### config.mk
export PLATFORM = sky130hd
export DESIGN_NAME = sram_clr_p
export DESIGN_NICKNAME = d
export VERILOG_FILES = /design/src/rtl/sram_clr_p.sv
export SDC_FILE = /design/constraint.sdc
export NUM_CORES = 1
export LEC_CHECK = 0
export BUFFER_PORTS_ARGS = -buffer_cell sky130_fd_sc_hd__buf_2
export CAP_MARGIN = 20
export CORE_MARGIN = 1
export CORE_UTILIZATION = 50
export DETAILED_ROUTE_END_ITERATION = 10
export GPL_TIMING_DRIVEN = 0
export HOLD_SLACK_MARGIN = 0.15
export PLACE_DENSITY_LB_ADDON = 0.05
export SYNTH_ARGS = -nofsm -noshare
export SYNTH_HDL_FRONTEND = slang
export SYNTH_SLANG_ARGS = --single-unit
### constraint.sdc
create_clock -name clk -period 2.1 [get_ports clk]
set_input_delay 0.42 -clock clk [delete_from_list [all_inputs] [get_ports clk]]
set_output_delay 0.42 -clock clk [all_outputs]
set_load 0.005 [all_outputs]
### src/rtl/sram_clr_p.sv
// Parametrised single-port SRAM with read-valid flag and a multi-cycle clear engine.
// Optional even-parity protection is enabled by defining SRAM_CLR_PARITY_EN.
module sram_clr_p #(
    parameter int unsigned DW           = 8,
    parameter int unsigned AW           = 4,
    parameter int unsigned CLR_ON_RESET = 0
) (
    input  logic          clk,
    input  logic          res,
    input  logic          cs,
    input  logic          wr,
    input  logic          rd,
    input  logic          clr,
    input  logic [AW-1:0] add,
    input  logic [DW-1:0] datain,
`ifdef SRAM_CLR_PARITY_EN
    input  logic          perr_inj,
    output logic          perr,
`endif
    output logic [DW-1:0] datao,
    output logic          dvalid,
    output logic          busy,
    output logic          clr_done
);

    localparam int unsigned DEPTH = 1 << AW;
`ifdef SRAM_CLR_PARITY_EN
    localparam int unsigned MW = DW + 1;
`else
    localparam int unsigned MW = DW;
`endif

    typedef enum logic {
        IDLE,
        CLEAR
    } state_t;

    state_t        state, state_nxt;
    logic [AW-1:0] cnt, cnt_nxt;
    logic          pend, pend_nxt;
    logic [DW-1:0] datao_nxt;
    logic          dvalid_nxt;
    logic          busy_nxt;
    logic          clr_done_nxt;
`ifdef SRAM_CLR_PARITY_EN
    logic          perr_nxt;
`endif

    logic [MW-1:0] mem [DEPTH];
    logic          mem_we;
    logic [AW-1:0] mem_wa;
    logic [MW-1:0] mem_wd;
    logic [MW-1:0] wr_word;
    logic [MW-1:0] rd_word;

`ifdef SRAM_CLR_PARITY_EN
    assign wr_word = {(^datain) ^ perr_inj, datain};
`else
    assign wr_word = datain;
`endif
    assign rd_word = mem[add];

    always_comb begin
        state_nxt  = state;
        cnt_nxt    = cnt;
        pend_nxt   = pend;
        datao_nxt  = datao;
        dvalid_nxt = 1'b0;
        busy_nxt   = busy;
        mem_we     = 1'b0;
        mem_wa     = add;
        mem_wd     = wr_word;
`ifdef SRAM_CLR_PARITY_EN
        perr_nxt   = 1'b0;
`endif
        case (state)
            IDLE: begin
                // A pending power-on sweep pre-empts whatever command is present.
                if (pend) begin
                    pend_nxt  = 1'b0;
                    state_nxt = CLEAR;
                    cnt_nxt   = '0;
                    busy_nxt  = 1'b1;
                end else if (cs) begin
                    if (wr) begin
                        mem_we = 1'b1;
                    end else if (rd) begin
                        datao_nxt  = rd_word[DW-1:0];
                        dvalid_nxt = 1'b1;
`ifdef SRAM_CLR_PARITY_EN
                        perr_nxt   = rd_word[DW] ^ (^rd_word[DW-1:0]);
`endif
                    end else if (clr) begin
                        state_nxt = CLEAR;
                        cnt_nxt   = '0;
                        busy_nxt  = 1'b1;
                    end
                end
            end
            CLEAR: begin
                mem_we  = 1'b1;
                mem_wa  = cnt;
                mem_wd  = '0;
                cnt_nxt = cnt + AW'(1);
                if (cnt == '1) begin
                    state_nxt = IDLE;
                    busy_nxt  = 1'b0;
                end
            end
            default: state_nxt = IDLE;
        endcase
        // Registered pulse lands in the cycle whose closing edge writes the last word.
        clr_done_nxt = (state_nxt == CLEAR) && (cnt_nxt == '1);
    end

    always_ff @(posedge clk or negedge res) begin
        if (!res) begin
            state    <= IDLE;
            cnt      <= '0;
            pend     <= (CLR_ON_RESET != 0);
            datao    <= '0;
            dvalid   <= 1'b0;
            busy     <= 1'b0;
            clr_done <= 1'b0;
`ifdef SRAM_CLR_PARITY_EN
            perr     <= 1'b0;
`endif
        end else begin
            state    <= state_nxt;
            cnt      <= cnt_nxt;
            pend     <= pend_nxt;
            datao    <= datao_nxt;
            dvalid   <= dvalid_nxt;
            busy     <= busy_nxt;
            clr_done <= clr_done_nxt;
`ifdef SRAM_CLR_PARITY_EN
            perr     <= perr_nxt;
`endif
        end
    end

    // Array is deliberately not reset; writes are blocked while reset is held.
    always_ff @(posedge clk) begin
        if (mem_we && res) begin
            mem[mem_wa] <= mem_wd;
        end
    end

endmodule

Yosys cells after proc, flatten, opt, wreduce, memory -nomap -nowiden
Memory sizes are Yosys's and may differ from the RTL's. A register that Yosys moved wholly into a read port is not among the register bits.
Index checks and enable logic that the tools add are counted.
{ "totals": {"mem_bits_rw": 128, "ff_bits": 8, "memories": 1} }
{ "memory_table": {"columns": ["name", "depth", "width", "rd", "rd_clocked_by_memory_dff", "write_ports", "line_no", "rtl"], "rows": [
  ["mem", 16, 8, 1, 1, 1, "49", "logic [MW-1:0] mem [DEPTH];"]
]} }
{ "classes": {"n_eq_ne": 7, "addsub": 1, "n_reduce_logical": 5, "n_mux": 28, "bitwise": 2} }
{ "op_table": {"columns": ["op", "count"], "rows": [
  ["$mux W4", 5],
  ["$mux W1", 18],
  ["$eq A4 B4 Y1 const B", 2],
  ["$mux W8", 1],
  ["$ne A2 B2 Y1 const B", 4],
  ["$pmux W4 S2", 1],
  ["$pmux W1 S2", 3],
  ["$reduce_and A5 Y1", 1],
  ["$add A4 B1 Y4 const B", 1],
  ["$reduce_and A4 Y1", 1],
  ["$logic_and A1 B1 Y1", 2],
  ["$ne A2 B1 Y1 const B", 1],
  ["$not A1 Y1", 2],
  ["$logic_not A1 Y1", 1]
]} }

Logic depth before layout (Yosys ltp)
Gate-level depths: netlist (run 1).
{ "logic_depth": {"ltp_word": 7, "mapped_depth": 7, "ltp_nobuf": 6} }

Least setup slack after synthesis (run 1)
Ideal clock, no wire load.
{ "synth_timing": {"path_type": "input to register", "from": "input add[2]", "to": "memory mem[4][0] in the netlist's numbering (enable)", "setup_slack_ns": 0.046, "t_required_ns": 1.730, "n_path_buf": 2, "arrival_time_ns": 1.684, "setup_ns": 0.370, "stages": 6, "path_cell_list": "clkbuf_1 buf_2 nand4b_1 a21boi_0 nand2_1 nor2_1"} }
{ "synth_between": {"elab_chain_cells": 1} }
{ "synth_rtl": {"columns": ["item", "line_no", "rtl"], "rows": [
  ["from (decl)", "14", "input logic [AW-1:0] add,"],
  ["$mux W4", "76", "case (state)"],
  ["to (decl)", "49", null]
]} }
No other way between the ends.

Worst setup path after layout (run 1)
{ "layout_timing": {"from": "register state", "to": "memory mem[9][1] in the netlist's numbering (enable)"} }
{ "layout_between": {"elab_chain_cells": 5, "word_cells_on_any_way": 6} }
{ "layout_rtl": {"columns": ["item", "line_no", "rtl"], "rows": [
  ["from (decl)", "38", "state_t state, state_nxt;"],
  ["from (signal assigned)", "129", "state <= state_nxt;"],
  ["$not A1 Y1", null, null],
  ["$pmux W1 S2", "76", null],
  ["$logic_and A1 B1 Y1", "144", "if (mem_we && res) begin"],
  ["$mux W1", "144", null],
  ["$mux W1 (implied by the code)", "145", "mem[mem_wa] <= mem_wd;"]
]} }
Parallel ways exist; a longest one is shown, timed or not.

==> metrics.md, run 1 <==
| Metric | Value |
|---|---|
| Largest net degree at the start of global routing | `17` |
| Final nets | `388` |
| Placer Congestion | `0.787` |
| P_int | `0.00583 W` |
| Logic pwr share | `17.8%` |
| CTS Buf Count | `17` |
| CP startpoint kind | `flip-flop` |
| Area after DPL | `6090 sq um` |
| Vias | `3072` |
| Metal1 wirelength | `5.17 mm` |
| Fmax | `0.481 GHz` |
| Endpoints failing setup | `0` |
| Synth warnings | `0` |
| Clk network pwr share | `35.6%` |
| Power Dens Cells | `1150 nW/um^2` |
| Tot GR Track Use | `22.2%` |
| Async set-reset flop share out of synthesis | `11.1%` |
| Number of synthesized flops with an enable pin | `128` |
| Initial DRC count | `286` |
| Max H-tree Level | `4` |
| Status | `complete, no violations` |
| Synthesized flop and latch total | `144` |
| Slew headroom | `34.2%` |
| Vias in the first global route | `2993` |
| CP Capture Type | `flip-flop` |
| Gr ovfl total | `0` |
| Final setup TNS | `0 ps` |
| Vias per cell | `5.89` |
| First-pass GRT wire length | `17.9 mm` |
| Sink Count | `144` |
| Worst hold slack | `293 ps` |
| Sw power | `0.00232 W` |
| Clock-pin slew on the worst setup and hold paths | `60 ps` |
| I/O pin cnt | `29` |
| Leak Pwr | `2.50 nW` |
| Met2 WL | `5.86 mm` |
| Peak supply drop | `877 uV` |
| Core Rows | `38` |
| R2R Setup Slk | `20 ps` |
| Tightest Pin Transition | `985 ps` |
| Routed len/inst | `23.4 microns` |
| Initial Utilization | `52.2%` |
| Antenna Cells | `0` |
| Max-cap violations | `0` |
| Min-delay worst type | `input port to flip-flop` |
| WL met3 | `935 microns` |
| CTS Buffer Depth | `2` |
| Final hold vios | `0` |
| Antenna viol nets, final | `0` |
| Final instance area | `7120 sq um` |
| Layout cells sized above 1 | `35.1%` |
| Top_reg_cell synth | `edfxtp_1` |
| Count of cell types in the netlist | `39` |
| Seq pwr share | `46.6%` |
| Period utilisation layout | `99.0%` |
| CTS tree | `done` |
| Die width | `110 microns` |
| Crit path kind | `flip-flop to flip-flop` |
| Avg Cell Area, Syn | `18.8 sq um` |
| Routed wire length | `12.2 mm` |
| Switching fraction of total power | `28.5%` |
| Clk_lat worst skew | `420 ps` |
| Critical path arrival | `2220 ps` |
| Largest fanout on the critical path | `9` |
| Syn Std Cell Area | `5790 sq um` |
| Die Y | `110 microns` |
| Die Area | `12000 sq um` |
| Initial antenna violation count | `0` |
| Synth Net Count | `327` |
| Top Layer Used | `met4` |
| Layout Skew | `13.6 ps` |
| Register area share after synthesis | `73.3%` |
| Data required time at the worst endpoint | `2240 ps` |
| Tmin final | `2080 ps` |
| Detail Placement HPWL | `7.40 mm` |
| Total core area | `11100 sq um` |
| Clock root buffer | `clkbuf_16` |
| Mapped Cells | `308` |
| First-pass detailed-route iteration total | `5` |
| Slew Viols, Final | `0` |
| Drt drc | `0` |
| Layout area overhead | `23.0%` |
| Number of port buffers | `25` |
==> worst paths after layout <==
kind                                 startpoint              endpoint  cells past startpoint
max                             state$_DFF_PN0_   mem[9][1]$_DFFE_PP_                      5
min                                          rd      dvalid$_DFF_PN0_                      3
max reg2reg                     state$_DFF_PN0_   mem[9][1]$_DFFE_PP_                      5
min reg2reg                datao[4]$_DFFE_PN0P_  datao[4]$_DFFE_PN0P_                      1
max in group asynchronous                   res    clr_done$_DFF_PN0_                      2
min in group asynchronous                   res      dvalid$_DFF_PN0_                      2
==> power by group through the flow <==
| stage | Sequential [W] | Clock [W] | Combinational, W |
|---|---|---|---|
| after floorplan | 0.00378 | 0 | 0.000744 |
| after global placement | 0.00382 | 0 | 0.00111 |
| after detailed placement | 0.00383 | 0 | 0.00114 |
| after CTS | 0.00378 | 0.00295 | 0.00131 |
| after global routing | 0.00383 | 0.00306 | 0.00157 |
| final | 0.00380 | 0.00290 | 0.00145 |
==> flip-flops by register name (all words and copies together), names as in the netlist <==
name / cells
mem: 128
datao: 8
cnt: 4
busy: 1
clr_done: 1
dvalid: 1
state: 1
==> cell usage in the layout, fill, tap and decap left out, types with 4 or more instances in the layout <==
| master | instances |
|---|---|
| nor2_1 | 9 |
| mux2i_1 | 11 |
| clkbuf_2 | 4 |
| buf_2 | 28 |
| nand3_1 | 4 |
| mux4_1 | 11 |
| edfxtp_1 | 128 |
| nor2b_1 | 9 |
| clkbuf_16 | 17 |
| mux4_2 | 19 |
| o21ai_0 | 5 |
| buf_4 | 5 |
| inv_1 | 5 |
| a221o_1 | 8 |
| nor2_4 | 16 |
| mux2_2 | 5 |
| buf_12 | 14 |
| dfrtp_1 | 16 |
| nand2_1 | 17 |
| inv_6 | 5 |
==> cells by family after synthesis <==
family	count (synthesis)	synth area share, %
muxes	46	15.3
xor gates and xnor gates	2	0.303
buffers and inverters	20	1.84
DFF	144	73.3
adders and majority gates	1	0.216
and+or+nand+nor	71	5.90
AOI/OAI and AO/OA	24	3.16
==> timing repair <==
action	CTS	global route
gates resized for setup	34	15
hold buffers	1	0
pin swaps	4	12
setup endpoints to repair	194	199
buffers inserted	5	10
hold endpoints to repair	16	0
==> area by class of cell <==
cell class              count  area, sq um
clock inverters            15          153
inverters                   5         18.8
multi-input cells         144         1590
fillers                   749         3960
clock buffers              17          425
flip-flops and latches    144         4240
well taps                 140          175
repair buffers             43          425
plain buffers              14         92.6
==> critical path, cell delays in order (launching register included) <==
cell and delay, ps:
dfrtp_1 490, nor4bb_1 410, o21ai_0 150, or2_2 410, nor2_4 190, buf_4 160
==> cell usage after synthesis, drive strengths merged (2+ instances only) <==
library cell  instances  area, sq um
mux2i                11          110
mux4                 30          717
buf                   7         57.6
nor2b                12         75.1
nand2b                2         12.5
nor2                 25         93.8
nand4b                2         17.5
dfrtp                16          400
nand2                18         67.6
a31oi                 3         18.8
o21ai                 5         25.0
a221o                 8         80.1
nand3                 4         20.0
nor3                  2         10.0
a21oi                 2         10.0
edfxtp              128         3840
clkbuf                8         30.0
mux2                  5         56.3
inv                   5         18.8
==> routing by layer <==
layer	global-route usage (%)	up-vias
li1	-	1375
met3	5.57	20
met5	0	-
met4	8.38	0
met1	30.9	1570
met2	34.2	107
==> per-stage QoR <==
stage | total power (W) | std cells | setup WS [ps] | util (%)
2_1_floorplan | 0.00453 | 308 | 45.6 | -
3_3_place_gp | 0.00494 | 473 | -694 | 55.0
3_5_place_dp | 0.00498 | 473 | -786 | 55.0
4_1_cts | 0.00804 | 511 | -142 | 62.1
5_1_grt | 0.00846 | 522 | -50.4 | 64.3
6_report | 0.00815 | 522 | 20.4 | 64.3
(Power assumes the default switching activity.)
==> run 2: changes to the inputs <==
--- a/config.mk
+++ b/config.mk
@@ -5,11 +5,11 @@
 export SDC_FILE = /design/constraint.sdc
 export NUM_CORES = 1
 export LEC_CHECK = 0
-export BUFFER_PORTS_ARGS = -buffer_cell sky130_fd_sc_hd__buf_2
 export CAP_MARGIN = 20
 export CORE_MARGIN = 1
 export CORE_UTILIZATION = 50
 export DETAILED_ROUTE_END_ITERATION = 10
+export DONT_BUFFER_PORTS = 1
 export GPL_TIMING_DRIVEN = 0
 export HOLD_SLACK_MARGIN = 0.15
 export PLACE_DENSITY_LB_ADDON = 0.05
==> metrics.md, run 2 (same netlist as run 1, synthesis figures left out) <==
| Metric | Value |
|---|---|
| Clock-pin slew on the worst setup and hold paths | `60 ps (about the same)` |
| Antenna viol nets, final | `0 (unchanged)` |
| Placer Congestion | `0.791 (+0.51%)` |
| GRT met1 Usage | `29.9% (-1.0 points)` |
| Fmax | `0.472 GHz (-1.9%)` |
| Power Dens Cells | `1200 nW/um^2 (+4.9%)` |
| Slew headroom | `35.2% (+1.0 points)` |
| CTS Buffer Depth | `2 (unchanged)` |
| CTS Buf Count | `17 (unchanged)` |
| Vias | `3019 (-1.7%)` |
| Layout Skew | `5.49 ps (-8.11 ps)` |
| CP Capture Type | `flip-flop` |
| Layout fillers | `760 (+1.5%)` |
| Tot GR Track Use | `22.7% (+0.44 points)` |
| Die Area | `12000 sq um (unchanged)` |
| Reg2reg start | `state$_DFF_PN0_` |
| Dpl ws | `-790 ps (-3.67 ps)` |
| Slew Viols, Final | `0 (unchanged)` |
| Final nets | `362 (-6.7%)` |
| Fin worst setup slack | `-19.3 ps (-39.6 ps)` |
| Most common cell after layout, fill and taps aside | `edfxtp_1` |
| Antenna Cells | `0 (unchanged)` |
| GRT met2 Usage | `34.1% (-0.045 points)` |
| Final core occ | `64.1% (-0.21 points)` |
| First-pass detailed-route iteration total | `4 (-1)` |
| Number of port buffers | `0 (-100%)` |
| Reg with most FFs | `mem` |
| Data required time at the worst endpoint | `2230 ps (about the same)` |
| Busiest layer in global routing | `met2` |
| Detail Placement HPWL | `7.37 mm (-0.37%)` |
| Largest net degree at the start of global routing | `17 (unchanged)` |
| Endpoints failing setup | `32 (+32)` |
| Period utilisation layout | `101% (+1.9 points)` |
| Most frequent cells in the layout | `128 x edfxtp_1, 19 x mux4_2, 18 x nand2_1` |
| Drt drc | `0 (unchanged)` |
| Layout cells sized above 1 | `29.5% (-5.6 points)` |
| Final setup TNS | `-339 ps (-339 ps)` |
| Total core area | `11100 sq um (unchanged)` |
| Routed wire length | `12.5 mm (+2.2%)` |
| Min-delay worst type | `input port to flip-flop` |
| I/O pin cnt | `29 (unchanged)` |
| Max reg flops | `128 (unchanged)` |
| CP Launch Point | `add[2]` |
| Initial antenna violation count | `0 (unchanged)` |
| Final instance area | `7100 sq um (-0.33%)` |
| Layout area overhead | `22.6%` |
| Status | `finished with violations` |
| Vias in the first global route | `2982 (-0.37%)` |
| Die width | `110 microns (unchanged)` |
| Clock root buffer | `clkbuf_16` |
| Vias per cell | `6.09 (+3.4%)` |
| Max-cap violations | `0 (unchanged)` |
| Initial Utilization | `52.2% (unchanged)` |
| Tmin final | `2120 ps (+39.6 ps)` |
| Max H-tree Level | `4 (unchanged)` |
| Final hold vios | `0 (unchanged)` |
| Reg-to-reg endpoint | `mem[11][1]$_DFFE_PP_` |
| Core Rows | `38 (unchanged)` |
| First-pass GRT wire length | `18.0 mm (+0.81%)` |
| Sink Count | `144 (unchanged)` |
| M3 GR Usage | `7.53% (+2.0 points)` |
| Area after DPL | `5960 sq um (-2.1%)` |
| Die Y | `110 microns (unchanged)` |
| CP startpoint kind | `input port` |
| Largest fanout on the critical path | `10 (+1)` |
| Largest registers | `mem: 128 flops, datao: 8 flops, cnt: 4 flops` |
| Worst reg2reg path depth | `4 (-1)` |
| R2R Setup Slk | `50 ps (+30 ps)` |
| Gr ovfl total | `0 (unchanged)` |
| Clk_lat worst skew | `420 ps (about the same)` |
| Crit path kind | `input port to flip-flop` |
| CTS tree | `done` |
| Routed len/inst | `25.1 microns (+7.5%)` |
| Critical path arrival | `2250 ps (+30 ps)` |
| Leak Pwr | `2.44 nW (-2.6%)` |
| Failing checks | `negative setup slack` |
| Initial DRC count | `210 (-27%)` |
| Tightest Pin Transition | `970 ps (-15.4 ps)` |
| Peak supply drop | `654 uV (-25%)` |
| CP endpoint | `mem[7][7]$_DFFE_PP_` |
==> run 2: area by class of cell <==
class	count	area [sq um]	area share (%)
plain buffers	14	91.3	1.29
clock buffers	20	447	6.29
clock inverters	12	213	3.00
inverters	5	18.8	0.264
multi-input cells	144	1590	22.4
flip-flops and latches	144	4240	59.8
well taps	140	175	2.47
repair buffers	17	318	4.48
==> run 2: worst max-delay path, cell delays in order <==
cell and delay, ps:
clkbuf_1 310, clkbuf_4 350, nand4b_1 120, a21boi_1 350, nand2_1 340, nor2_4 220
buf_12 150
==> run 2: how the worst min path moves through the flow <==
stage | start | end | cells past startpoint
floorplan | res | busy$_DFFE_PN0P_ | 0
global placement | res | busy$_DFFE_PN0P_ | 0
detailed placement | res | busy$_DFFE_PN0P_ | 0
CTS | cs | dvalid$_DFF_PN0_ | 2
global route | cs | dvalid$_DFF_PN0_ | 2
finish | cs | dvalid$_DFF_PN0_ | 2
==> run 2: what timing repair did <==
| action | 4_1_cts | 5_1_grt |
|---|---|---|
| cloned | 0 | 0 |
| endpoints found under the setup margin | 231 | 215 |
| gates resized for setup | 32 | 14 |
| pin swaps | 4 | 12 |
| setup buffers | 4 | 12 |
| hold buffers | 1 | 0 |
| endpoints found under the hold margin | 16 | 0 |
==> run 2: per-layer routing <==
layer,up-vias,share of wire [%]
li1,1309,-
met1,1567,41
met2,117,49
met3,26,7.3
met4,0,3.1
met5,-,0
==> run 2: metrics by stage <==
stage                     instances  total power [W]  hold WS [ps]
after global routing            496          0.00883           198
after detailed placement        448          0.00491           125
after CTS                       485          0.00839           168
after floorplan                 308          0.00453           124
after global placement          448          0.00485           125
final                           496          0.00853           183
==> run 2: power by group <==
group / internal [W] / switching, W / total, W
clock network: 0.00225 / 0.00110 / 0.00334
registers: 0.00362 / 0.000197 / 0.00381
logic: 0.000498 / 0.000870 / 0.00137
==> run 3: changes to the inputs <==
--- a/config.mk
+++ b/config.mk
@@ -6,8 +6,10 @@
 export NUM_CORES = 1
 export LEC_CHECK = 0
 export CAP_MARGIN = 20
+export CELL_PAD_IN_SITES_DETAIL_PLACEMENT = 1
+export CELL_PAD_IN_SITES_GLOBAL_PLACEMENT = 2
 export CORE_MARGIN = 1
-export CORE_UTILIZATION = 50
+export CORE_UTILIZATION = 48
 export DETAILED_ROUTE_END_ITERATION = 10
 export DONT_BUFFER_PORTS = 1
 export GPL_TIMING_DRIVEN = 0
==> metrics.md, run 3 (same netlist as run 1, synthesis figures left out) <==
| Metric | Value |
|---|---|
| Tot GR Track Use | `23.6% (+0.93 points)` |
| Largest fanout on the critical path | `10 (unchanged)` |
| Vias per cell | `6.06 (-0.41%)` |
| Vias | `3037 (+0.60%)` |
| Clk network pwr share | `37.1% (-2.1 points)` |
| Total core area | `11600 sq um (+4.4%)` |
| Initial DRC count | `211 (+0.48%)` |
| Reg-to-reg endpoint | `mem[12][2]$_DFFE_PP_` |
| Final instance area | `7060 sq um (-0.46%)` |
| Reg2reg start | `state$_DFF_PN0_` |
| Antenna viol nets, final | `0 (unchanged)` |
| Final setup TNS | `0 ps (+339 ps)` |
| Max reg flops | `128 (unchanged)` |
| First-pass detailed-route iteration total | `9 (+5)` |
| Crit path kind | `input port to flip-flop` |
| Routed wire length | `13.4 mm (+7.5%)` |
| Worst Hold End | `dvalid$_DFF_PN0_` |
| CP max stage delay | `320 ps (-30 ps)` |
| Die Y | `112 microns (+2.0%)` |
| Final nets | `364 (+0.55%)` |
| Tmin final | `2020 ps (-98.4 ps)` |
| Unrepaired setup endpoints after global routing | `true` |
| Peak supply drop | `740 uV (+13%)` |
| CTS Buf Count | `17 (unchanged)` |
| CP Launch Point | `add[2]` |
| Max-cap violations | `0 (unchanged)` |
| Layout Cells excl Fill | `501 (+1.0%)` |
| Period utilisation layout | `96.2% (-4.7 points)` |
| Largest net degree at the start of global routing | `17 (unchanged)` |
| Seq pwr share | `46.3% (+1.6 points)` |
| Drt drc | `3 (+3)` |
| R2R Setup Slk | `110 ps (+60 ps)` |
| Layout cells sized above 1 | `29.3% (-0.16 points)` |
| CTS tree | `done` |
| Switching fraction of total power | `26.7% (+1.3 points)` |
| Clock-pin slew on the worst setup and hold paths | `60 ps (about the same)` |
| Layout Skew | `9.69 ps (+4.20 ps)` |
| Worst hold slack | `186 ps (+3.57 ps)` |
| Slew headroom | `32.8% (-2.5 points)` |
| Layout area overhead | `22.0%` |
| Hold Crit Start | `cs` |
| Status | `finished with violations` |
| Initial Utilization | `50.0% (-2.2 points)` |
| Tightest Pin Transition | `1010 ps (+36.8 ps)` |
| Final hold vios | `0 (unchanged)` |
| Worst reg2reg path depth | `5 (+1)` |
| Reg with most FFs | `mem` |
| Power Dens Cells | `1180 nW/um^2 (-2.2%)` |
| CTS Buffer Depth | `2 (unchanged)` |
| Max H-tree Level | `4 (unchanged)` |
| Gr ovfl total | `0 (unchanged)` |
| Clock root buffer | `clkbuf_16` |
| First-pass GRT wire length | `20.3 mm (+13%)` |
| Core Rows | `39 (+2.6%)` |
| P_int | `0.00609 W (-4.3%)` |
| Clk_lat worst skew | `430 ps (about the same)` |
| Min-Delay Path Depth | `2 (unchanged)` |
| Vias in the first global route | `3233 (+8.4%)` |
| Die width | `112 microns (+2.0%)` |
| Area after DPL | `5970 sq um (about the same)` |
| Slowest CP cell | `nand2b_1` |
| Endpoints failing setup | `0 (-100%)` |
| Min-delay worst type | `input port to flip-flop` |
| Routed len/inst | `26.8 microns (+6.4%)` |
| Sink Count | `144 (unchanged)` |
| Slew Viols, Final | `0 (unchanged)` |
| Die Area | `12500 sq um (+4.1%)` |
| Fmax | `0.495 GHz (+4.9%)` |
| Logic pwr share | `16.6% (+0.6 points)` |
| Crit-path cells | `clkbuf_1 -> buf_4 -> nand4b_1 -> a21boi_0 -> nand2b_1 -> nor2_4 -> buf_12` |
| I/O pin cnt | `29 (unchanged)` |
| Initial antenna violation count | `0 (unchanged)` |
| Data required time at the worst endpoint | `2240 ps (about the same)` |
| Leak Pwr | `2.41 nW (-0.95%)` |
| Failing checks | `design-rule violations` |
| Antenna Cells | `0 (unchanged)` |
| Most common cell after layout, fill and taps aside | `edfxtp_1` |
| Placed cells | `451 (+0.67%)` |
| Critical path arrival | `2160 ps (-90 ps)` |
| CP Capture Type | `flip-flop` |
| Detail Placement HPWL | `8.12 mm (+10%)` |
| Most frequent cells in the layout | `128 x edfxtp_1, 19 x mux4_2, 18 x nand2_1` |
| CP startpoint kind | `input port` |
| Placer Congestion | `0.740 (-6.4%)` |
| Number of port buffers | `0 (unchanged)` |
| Sw power | `0.00222 W (+2.3%)` |
| Largest registers | `mem: 128 flops, datao: 8 flops, cnt: 4 flops` |
[run 3: changes by cell type in the layout (fill, tap and decap cells not counted), moves of 2 or more]
cell	previous run	this run
buf_4	2	5
bufinv_16	6	4
clkinv_1	0	4
clkinv_2	5	2
[run 3: layer usage]
metal	global-route usage [%]	routed length, microns	up-vias
li1	-	-	1318
met1	30.4	5840	1610
met2	37.8	6510	81
met3	6.15	673	28
met4	11.0	382	0
met5	0	0	-
[run 3: cell type report]
type | count | area (sq um)
fillers | 965 | 4500
flip-flops and latches | 144 | 4240
multi-input cells | 144 | 1590
clock buffers | 19 | 433
repair buffers | 19 | 333
well taps | 143 | 179
clock inverters | 13 | 169
plain buffers | 14 | 95.1
inverters | 5 | 18.8
[run 3: how the worst max path moves through the flow]
stage,end,depth (start not counted),slack (ps)
final,mem[12][2]$_DFFE_PP_,7,80
after global routing,mem[12][2]$_DFFE_PP_,7,-90
after CTS,mem[6][5]$_DFFE_PP_,5,-10
after detailed placement,mem[13][5]$_DFFE_PP_,6,-850
after global placement,mem[13][2]$_DFFE_PP_,6,-820
after floorplan,mem[4][0]$_DFFE_PP_,6,50
[run 3: worst max-delay path: cells and delay by family]
family,cells,cell delay [ps]
AND/OR/NAND/NOR,3,670
buffers and inverters,3,760
AO/OA/AOI/OAI,1,300
[run 3: power by group through the flow]
stage | logic [W] | clock network, W | registers [W]
after floorplan | 0.000744 | 0 | 0.00378
after global placement | 0.00101 | 0 | 0.00386
after detailed placement | 0.00107 | 0 | 0.00388
after CTS | 0.00133 | 0.00311 | 0.00382
after global routing | 0.00149 | 0.00323 | 0.00387
final | 0.00138 | 0.00308 | 0.00384
[run 3: repair_timing]
item | 4_1_cts | 5_1_grt
hold endpoints to repair | 16 | 0
setup buffers | 11 | 7
endpoints found under the setup margin | 200 | 199
hold buffers | 1 | 0
gates resized for setup | 44 | 5
pin swaps | 11 | 7
[run 3: through the flow]
| stage | util, % | power [W] | setup slack [ps] |
|---|---|---|---|
| 2_1_floorplan | - | 0.00453 | 45.6 |
| 3_3_place_gp | 51.6 | 0.00487 | -822 |
| 3_5_place_dp | 51.6 | 0.00494 | -853 |
| 4_1_cts | 59.9 | 0.00826 | -12.9 |
| 5_1_grt | 61.1 | 0.00859 | -90.0 |
| 6_report | 61.1 | 0.00830 | 79.2 |
